===== config.mk =====
export PLATFORM = sky130hd
export DESIGN_NAME = glbl_seq_flat
export DESIGN_NICKNAME = d
export VERILOG_FILES = /design/src/rtl/glbl_seq_pkg.sv /design/src/rtl/glbl_seq_if.sv /design/src/rtl/glbl_seq_phase_cnt.sv /design/src/rtl/glbl_seq.sv /design/src/flat_wrapper.sv
export SDC_FILE = /design/constraint.sdc
export NUM_CORES = 1
export LEC_CHECK = 0
export BUFFER_PORTS_ARGS = -buffer_cell sky130_fd_sc_hd__buf_2
export CAP_MARGIN = 10
export CORE_MARGIN = 3
export CORE_UTILIZATION = 36
export DETAILED_ROUTE_END_ITERATION = 12
export HOLD_SLACK_MARGIN = 0.15
export PLACE_DENSITY = 0.61
export SETUP_SLACK_MARGIN = 0.4
export SLEW_MARGIN = 15
export SYNTH_ARGS = -nofsm -noshare
export SYNTH_HDL_FRONTEND = slang
export SYNTH_SLANG_ARGS = --single-unit
export TNS_END_PERCENT = 100

===== constraint.sdc =====
create_clock -name clk -period 4.8 [get_ports clk]
set_input_delay 0.96 -clock clk [delete_from_list [all_inputs] [get_ports clk]]
set_output_delay 0.96 -clock clk [all_outputs]
set_load 0.03 [all_outputs]

===== src/rtl/glbl_seq_pkg.sv =====
// ============================================================================
// Module   : glbl_seq_pkg
// Summary  : State codes and output decode shared by the GSR/GTS sequencer.
// Revision : 1.0 - initial release
// ============================================================================
`default_nettype none

package glbl_seq_pkg;

    localparam int ST_W = 2;

    localparam logic [ST_W-1:0] ST_WAIT_LOCK = 2'd0;
    localparam logic [ST_W-1:0] ST_HOLD_GSR  = 2'd1;
    localparam logic [ST_W-1:0] ST_HOLD_GTS  = 2'd2;
    localparam logic [ST_W-1:0] ST_RUN       = 2'd3;

    typedef enum logic [ST_W-1:0] {
        S_WAIT_LOCK = ST_WAIT_LOCK,
        S_HOLD_GSR  = ST_HOLD_GSR,
        S_HOLD_GTS  = ST_HOLD_GTS,
        S_RUN       = ST_RUN
    } state_e;

    typedef struct packed {
        logic gsr;
        logic gts;
        logic ready;
        logic busy;
    } outs_t;

    // Moore decode of a state into the four status/control outputs.
    function automatic outs_t decode_outs(state_e s);
        outs_t o;
        o = '{gsr: 1'b1, gts: 1'b1, ready: 1'b0, busy: 1'b1};
        case (s)
            S_HOLD_GTS: o = '{gsr: 1'b0, gts: 1'b1, ready: 1'b0, busy: 1'b1};
            S_RUN:      o = '{gsr: 1'b0, gts: 1'b0, ready: 1'b1, busy: 1'b0};
            default:    o = '{gsr: 1'b1, gts: 1'b1, ready: 1'b0, busy: 1'b1};
        endcase
        return o;
    endfunction

endpackage

`default_nettype wire


===== src/rtl/glbl_seq_if.sv =====
// ============================================================================
// Module   : glbl_seq_if
// Summary  : Lock/restart inputs and GSR/GTS/status outputs of the sequencer.
// Revision : 1.0 - initial release
// ============================================================================
`default_nettype none

interface glbl_seq_if;
    import glbl_seq_pkg::*;

    logic            locked;
    logic            restart;
    logic            gsr;
    logic            gts;
    logic            ready;
    logic            busy;
    logic [ST_W-1:0] state;

    modport master (
        output locked,
        output restart,
        input  gsr,
        input  gts,
        input  ready,
        input  busy,
        input  state
    );

    modport slave (
        input  locked,
        input  restart,
        output gsr,
        output gts,
        output ready,
        output busy,
        output state
    );
endinterface

`default_nettype wire


===== src/rtl/glbl_seq_phase_cnt.sv =====
// ============================================================================
// Module   : glbl_seq_phase_cnt
// Summary  : Shared phase counter with clear/enable and terminal-count compare.
// Revision : 1.0 - initial release
// ============================================================================
`default_nettype none

module glbl_seq_phase_cnt #(
    parameter int CNT_WIDTH = 16
) (
    input  wire logic                 clk,
    input  wire logic                 rst_n,
    input  wire logic                 clr_i,
    input  wire logic                 en_i,
    input  wire logic [CNT_WIDTH-1:0] limit_i,
    output logic                      tc_o
);

    logic [CNT_WIDTH-1:0] cnt_q;
    logic [CNT_WIDTH-1:0] cnt_d;

    always_comb begin
        cnt_d = cnt_q;
        if (clr_i) begin
            cnt_d = '0;
        end else if (en_i) begin
            cnt_d = cnt_q + CNT_WIDTH'(1);
        end
    end

    always_ff @(posedge clk or negedge rst_n) begin
        if (!rst_n) begin
            cnt_q <= '0;
        end else begin
            cnt_q <= cnt_d;
        end
    end

    // Limit is a cycle count, so the last cycle of a phase is limit-1.
    assign tc_o = (cnt_q == (limit_i - CNT_WIDTH'(1)));

endmodule

`default_nettype wire


===== src/rtl/glbl_seq.sv =====
// ============================================================================
// Module   : glbl_seq
// Summary  : Power-up/restart sequencer releasing GSR then GTS after clock lock.
// Revision : 1.0 - initial release
// ============================================================================
`default_nettype none

module glbl_seq
    import glbl_seq_pkg::*;
#(
    parameter int LOCK_CYCLES  = 16,
    parameter int GSR_CYCLES   = 8,
    parameter int GTS_CYCLES   = 4,
    parameter bit RELOCK_RESEQ = 1'b1,
    parameter int CNT_WIDTH    = 16
) (
    input  wire logic clk,
    input  wire logic rst_n,
    glbl_seq_if.slave bus
);

    localparam logic [CNT_WIDTH-1:0] C_LOCK_LIM = CNT_WIDTH'(LOCK_CYCLES);
    localparam logic [CNT_WIDTH-1:0] C_GSR_LIM  = CNT_WIDTH'(GSR_CYCLES);
    localparam logic [CNT_WIDTH-1:0] C_GTS_LIM  = CNT_WIDTH'(GTS_CYCLES);

    state_e               state_q;
    state_e               state_d;
    outs_t                outs_q;
    logic                 cnt_clr;
    logic                 cnt_en;
    logic                 cnt_tc;
    logic [CNT_WIDTH-1:0] cnt_limit;

    glbl_seq_phase_cnt #(
        .CNT_WIDTH (CNT_WIDTH)
    ) u_phase_cnt (
        .clk     (clk),
        .rst_n   (rst_n),
        .clr_i   (cnt_clr),
        .en_i    (cnt_en),
        .limit_i (cnt_limit),
        .tc_o    (cnt_tc)
    );

    always_comb begin
        state_d   = state_q;
        cnt_clr   = 1'b0;
        cnt_en    = 1'b0;
        cnt_limit = C_LOCK_LIM;

        case (state_q)
            S_HOLD_GSR: cnt_limit = C_GSR_LIM;
            S_HOLD_GTS: cnt_limit = C_GTS_LIM;
            default:    cnt_limit = C_LOCK_LIM;
        endcase

        // Lock loss outranks restart, which outranks phase completion.
        if (!bus.locked) begin
            if (!(state_q == S_RUN && !RELOCK_RESEQ && !bus.restart)) begin
                state_d = S_WAIT_LOCK;
                cnt_clr = 1'b1;
            end
        end else if (bus.restart) begin
            state_d = S_HOLD_GSR;
            cnt_clr = 1'b1;
        end else begin
            case (state_q)
                S_WAIT_LOCK: begin
                    if (cnt_tc) begin
                        state_d = S_HOLD_GSR;
                        cnt_clr = 1'b1;
                    end else begin
                        cnt_en = 1'b1;
                    end
                end
                S_HOLD_GSR: begin
                    if (cnt_tc) begin
                        state_d = S_HOLD_GTS;
                        cnt_clr = 1'b1;
                    end else begin
                        cnt_en = 1'b1;
                    end
                end
                S_HOLD_GTS: begin
                    if (cnt_tc) begin
                        state_d = S_RUN;
                        cnt_clr = 1'b1;
                    end else begin
                        cnt_en = 1'b1;
                    end
                end
                default: begin
                    cnt_clr = 1'b1;
                end
            endcase
        end
    end

    // Outputs register the decode of the next state so they move with it.
    always_ff @(posedge clk or negedge rst_n) begin
        if (!rst_n) begin
            state_q <= S_WAIT_LOCK;
            outs_q  <= '{gsr: 1'b1, gts: 1'b1, ready: 1'b0, busy: 1'b1};
        end else begin
            state_q <= state_d;
            outs_q  <= decode_outs(state_d);
        end
    end

    assign bus.gsr   = outs_q.gsr;
    assign bus.gts   = outs_q.gts;
    assign bus.ready = outs_q.ready;
    assign bus.busy  = outs_q.busy;
    assign bus.state = state_q;

endmodule

`default_nettype wire

===== src/flat_wrapper.sv =====
// flat-port wrapper written by rule: the top's interface ports become plain ports
module glbl_seq_flat import glbl_seq_pkg::*;
#(
    parameter int LOCK_CYCLES  = 16,
    parameter int GSR_CYCLES   = 8,
    parameter int GTS_CYCLES   = 4,
    parameter bit RELOCK_RESEQ = 1'b1,
    parameter int CNT_WIDTH    = 16
)
  (clk, rst_n, bus_locked, bus_restart, bus_gsr, bus_gts, bus_ready, bus_busy, bus_state);
  glbl_seq_if bus_i ();
  input  wire logic clk;
  input  wire logic rst_n;
  input wire logic [$bits(bus_i.locked)-1:0] bus_locked;
  input wire logic [$bits(bus_i.restart)-1:0] bus_restart;
  output wire logic [$bits(bus_i.gsr)-1:0] bus_gsr;
  output wire logic [$bits(bus_i.gts)-1:0] bus_gts;
  output wire logic [$bits(bus_i.ready)-1:0] bus_ready;
  output wire logic [$bits(bus_i.busy)-1:0] bus_busy;
  output wire logic [$bits(bus_i.state)-1:0] bus_state;
  assign bus_i.locked = bus_locked;
  assign bus_i.restart = bus_restart;
  assign bus_gsr = bus_i.gsr;
  assign bus_gts = bus_i.gts;
  assign bus_ready = bus_i.ready;
  assign bus_busy = bus_i.busy;
  assign bus_state = bus_i.state;
  glbl_seq #(.LOCK_CYCLES(LOCK_CYCLES), .GSR_CYCLES(GSR_CYCLES), .GTS_CYCLES(GTS_CYCLES), .RELOCK_RESEQ(RELOCK_RESEQ), .CNT_WIDTH(CNT_WIDTH)) u_core (.clk(clk), .rst_n(rst_n), .bus(bus_i));
endmodule

==> impl_metrics.env <==
export IMPL_core_rowCount=19
export IMPL_worst_hold_startpoint="u_core.u_phase_cnt.cnt_q[0]"
export IMPL_pwrdens_nw_per_um2=243
export IMPL_ys_top_cells_by_area="sky130_fd_sc_hd__dfrtp_1, sky130_fd_sc_hd__xnor2_1, sky130_fd_sc_hd__ha_1"
export IMPL_detail_route_first_pass_iterations=4
export IMPL_r2r_start="u_core.bus.state[0]"
export IMPL_clock_transition_at_path_regs_ps=120
export IMPL_post_synth_top_cells="sky130_fd_sc_hd__nor2_1, sky130_fd_sc_hd__dfrtp_1, sky130_fd_sc_hd__xnor2_1, sky130_fd_sc_hd__xor2_1"
export IMPL_area_growth_synth_to_final_pct=7.49
export IMPL_worstSetupStartpoint="u_core.bus.state[0]"
export IMPL_timing_critical_path_max_delay_family="simple AND/OR/NAND/NOR gates"
export IMPL_routed_wire_per_std_cell_um=12.6
export IMPL_async_reset_ff_share_pct=100
export IMPL_detailed_place_hpwl_um=1370
export IMPL_total_number_of_nets_in_the_final_design=133
export IMPL_fmax_mhz=449
export IMPL_synth_top_area_share_pct=42.5
export IMPL_reg2reg_slack_ps=2570
export IMPL_post_route_core_utilization_pct=42.1
export IMPL_worst_r2r_path_depth=7
export IMPL_fill_cells=287
export IMPL_worstPathRequired_ps=4990
export IMPL_postSynthAreaPerCell_um2=9.99
export IMPL_design_core_area_um2=2850
export IMPL_stdcell_count=153
export IMPL_fin_skew_ps=3.39
export IMPL_synth_most_common_cell="sky130_fd_sc_hd__nor2_1"
export IMPL_die_outline_area_um2=3810
export IMPL_path_max_fanout=16
export IMPL_number_of_global_route_vias_before_repair=778
export IMPL_kind_of_critical_path="flip-flop to flip-flop"
export IMPL_clock_insertion_delay_worst_skew_ps=310
export IMPL_finalWeightedCongestion=0.931
export IMPL_tns_ps=0
export IMPL_yosysWarnings=0
export IMPL_min_cycle_time_layout_ps=2230
export IMPL_sequential_cell_area_um2=528
export IMPL_min_delay_path_depth=1
export IMPL_synthesized_area_fraction_occupied_by_xor_and_xnor_cells_pct=12.5
export IMPL_numPortBuffers=9
export IMPL_n_antenna_cell=0
export IMPL_synthCells=112
export IMPL_max_cap_violations=0
export IMPL_initial_drt_markers=50
export IMPL_number_of_antenna_violations_at_the_first_check_in_global_routing=0
export IMPL_total_switching_power_mw=0.0737
export IMPL_die_height_um=61.7
export IMPL_max_slew_worst_pin_slew_ps=520
export IMPL_unrepaired_setup_endpoints_after_global_routing="false"
export IMPL_detailroute_via_count=797
export IMPL_vdd_ir_drop_worst_mv=0.169
export IMPL_p_int_mw=0.218
export IMPL_worstHoldPathType="flip-flop to flip-flop"
export IMPL_synthDistinctLibCells=30
export IMPL_timing_final_setup_violations=0
export IMPL_inst_count_dp=149
export IMPL_drt_vias_per_instance=5.21
export IMPL_clock_path_buffers=2
export IMPL_critPathMaxStageDelay_ps=460
export IMPL_detail_route_antenna_nets=0
export IMPL_postSynthNetCount=122
export IMPL_initial_utilization_pct=39.2
export IMPL_power_share_sequential_pct=62.0
export IMPL_cts_made_buffers=3
export IMPL_totalPowerFinal_mw=0.292
export IMPL_h_tree_depth=1
export IMPL_synth_sequential_area_ratio_pct=47.2
export IMPL_holdPathEnd="u_core.u_phase_cnt.cnt_q[0]"
export IMPL_final_hold_violation_count=0
export IMPL_clockRootBuffer="sky130_fd_sc_hd__clkbuf_4"
export IMPL_largest_net_degree_at_the_start_of_global_routing=22
export IMPL_grt_pass1_wl_um=3440
export IMPL_cts_sink_count=21
export IMPL_maxSlewHeadroom_pct=65.3
export IMPL_p_comb_share_pct=8.0
export IMPL_tritoncts="built"
export IMPL_synth_simple_area_share_pct=23.5
export IMPL_synth_top_cell_by_area="sky130_fd_sc_hd__dfrtp_1"
export IMPL_drc=0
export IMPL_r2r_end="u_core.u_phase_cnt.cnt_q[9]"
export IMPL_critical_path_capture_point_type="flip-flop"
export IMPL_synth_ff_latch_count=21
export IMPL_crit_path_cell_trace="inv_1 > ha_1 > xnor2_1 > nor3_1 > and2_4 > or3_1 > nor2_1"
export IMPL_postRouteWirelength_um=1930
export IMPL_ctsHoldBuffers=0
export IMPL_die_width_um=61.7
export IMPL_ios=10
export IMPL_grt_usage_pct=12.3
export IMPL_finalMaxSlewViolations=0
export IMPL_ratio_of_final_minimum_period_to_clock_period_pct=46.4
export IMPL_netlist_area_um2=1120
export IMPL_power_switching_fraction_pct=25.2
export IMPL_largest_family_of_logic_cells_by_synthesized_area="simple AND/OR/NAND/NOR gates"
export IMPL_globalRoute_totalOverflow=0
export IMPL_critical_path_buf_inv_count=1
export IMPL_synth_area_mux_share_pct=0
export IMPL_synth_ff_type="sky130_fd_sc_hd__dfrtp_1"
export IMPL_total_leakage_power_nw=0.512
export IMPL_synth_adder_area_share_pct=6.71
export IMPL_cts_repair_resized=0
export IMPL_layout_drive_gt1_share_pct=15.6
export IMPL_status="complete, no violations"
export IMPL_fraction_of_the_mapped_netlist_area_in_compound_gates_pct=5.37
export IMPL_critPathSlowestCell="sky130_fd_sc_hd__dfrtp_1"
export IMPL_post_cts_setup_buffers=0
export IMPL_power_share_clock_pct=30.0
export IMPL_synth_enable_flop_cells=0
export IMPL_worst_setup_path_start_kind="flip-flop"
export IMPL_crit_path_arrival_time_ps=2410
export IMPL_multi_input_area_um2=538
## state kept, by name (all words and copies together), names as in the netlist
| signal | cells |
|---|---|
| u_core.bus.ready | 1 |
| u_core.u_phase_cnt.cnt_q | 16 |
| u_core.bus.busy | 1 |
| u_core.bus.state | 2 |
| u_core.bus.gsr | 1 |
## power by group through the flow
stage	clock network (mW)	registers [mW]	logic (mW)
detailed placement	0	0.185	0.0235
global placement	0	0.184	0.0227
CTS	0.0918	0.181	0.0237
finish	0.0875	0.181	0.0234
floorplan	0	0.186	0.0146
global route	0.0995	0.182	0.0265
## how the worst max path moves through the flow
stage,end,depth (start not counted)
after floorplan,u_core.u_phase_cnt.cnt_q[7],9
after global placement,u_core.bus.ready,6
after global routing,u_core.u_phase_cnt.cnt_q[2],7
after CTS,u_core.u_phase_cnt.cnt_q[3],7
after detailed placement,u_core.bus.ready,6
final,u_core.u_phase_cnt.cnt_q[9],7
## layout make-up
| type | count | share of cell area (%) |
|---|---|---|
| clock buffer | 3 | 1.87 |
| clock inverter | 1 | 0.624 |
| inverter | 6 | 1.87 |
| multi-input combinational | 82 | 44.7 |
| sequential | 21 | 43.9 |
| tap | 31 | 3.23 |
| timing repair buffer | 9 | 3.75 |
## metrics by stage
step	hold WS, ps	instance area [um2]	setup WS (ps)
floorplan	470	1120	2640
global placement	504	1170	2510
detailed placement	518	1170	2510
CTS	536	1200	2570
global route	566	1200	2350
finish	531	1200	2570
## worst reg2reg max path: cells and delay by family, from the launching register on
family | cells | cell delay, ps
flip-flops | 1 | 460
buffers and inverters | 1 | 110
adder cells (fa/ha/maj) | 1 | 320
AND/OR/NAND/NOR | 4 | 1080
XOR/XNOR | 1 | 130
## metal layers
layer  vias up  routed length (um)  track usage (%)
met5         -                   0                0
met4         0                  30             5.15
met3         5                  63             4.34
met2         9                 811             17.9
met1       384                1020             16.7
li1        399                   -                -
## cell families after synthesis
logic type      after synthesis
flops                        21
simple gates                 52
xor+xnor                     16
buf+inv                       9
compound gates                8
fa+ha+maj                     6
## cell usage in the layout (no fill, tap or decap)
cell type                    synthesis  final
sky130_fd_sc_hd__nor2_1             20     20
sky130_fd_sc_hd__dfrtp_1            19     19
sky130_fd_sc_hd__xnor2_1             9      9
sky130_fd_sc_hd__buf_2               0      9
sky130_fd_sc_hd__xor2_1              7      7
sky130_fd_sc_hd__inv_1               6      6
sky130_fd_sc_hd__nor3_1              6      6
sky130_fd_sc_hd__nand3_1             6      6
sky130_fd_sc_hd__ha_1                6      6
sky130_fd_sc_hd__nand2_1             5      5
sky130_fd_sc_hd__nor4_1              3      3
sky130_fd_sc_hd__nand4_1             3      3
sky130_fd_sc_hd__clkbuf_4            0      3
sky130_fd_sc_hd__o21a_1              2      2
sky130_fd_sc_hd__dfstp_2             2      2
sky130_fd_sc_hd__nor2b_1             1      1
sky130_fd_sc_hd__nor4b_1             1      1
sky130_fd_sc_hd__and4_4              1      1
sky130_fd_sc_hd__and2_4              1      1
sky130_fd_sc_hd__o21ai_0             1      1
sky130_fd_sc_hd__a31oi_1             1      1
sky130_fd_sc_hd__a221o_1             1      1
sky130_fd_sc_hd__nand2b_1            1      1
sky130_fd_sc_hd__a221oi_1            1      1
sky130_fd_sc_hd__o31ai_1             1      1
sky130_fd_sc_hd__a211oi_1            1      1
sky130_fd_sc_hd__and2_1              1      1
sky130_fd_sc_hd__or3_1               1      1
sky130_fd_sc_hd__and4_2              1      1
sky130_fd_sc_hd__and3_2              1      1
sky130_fd_sc_hd__clkinvlp_4          0      1
No activity file was read; power rests on OpenSTA's default activity.
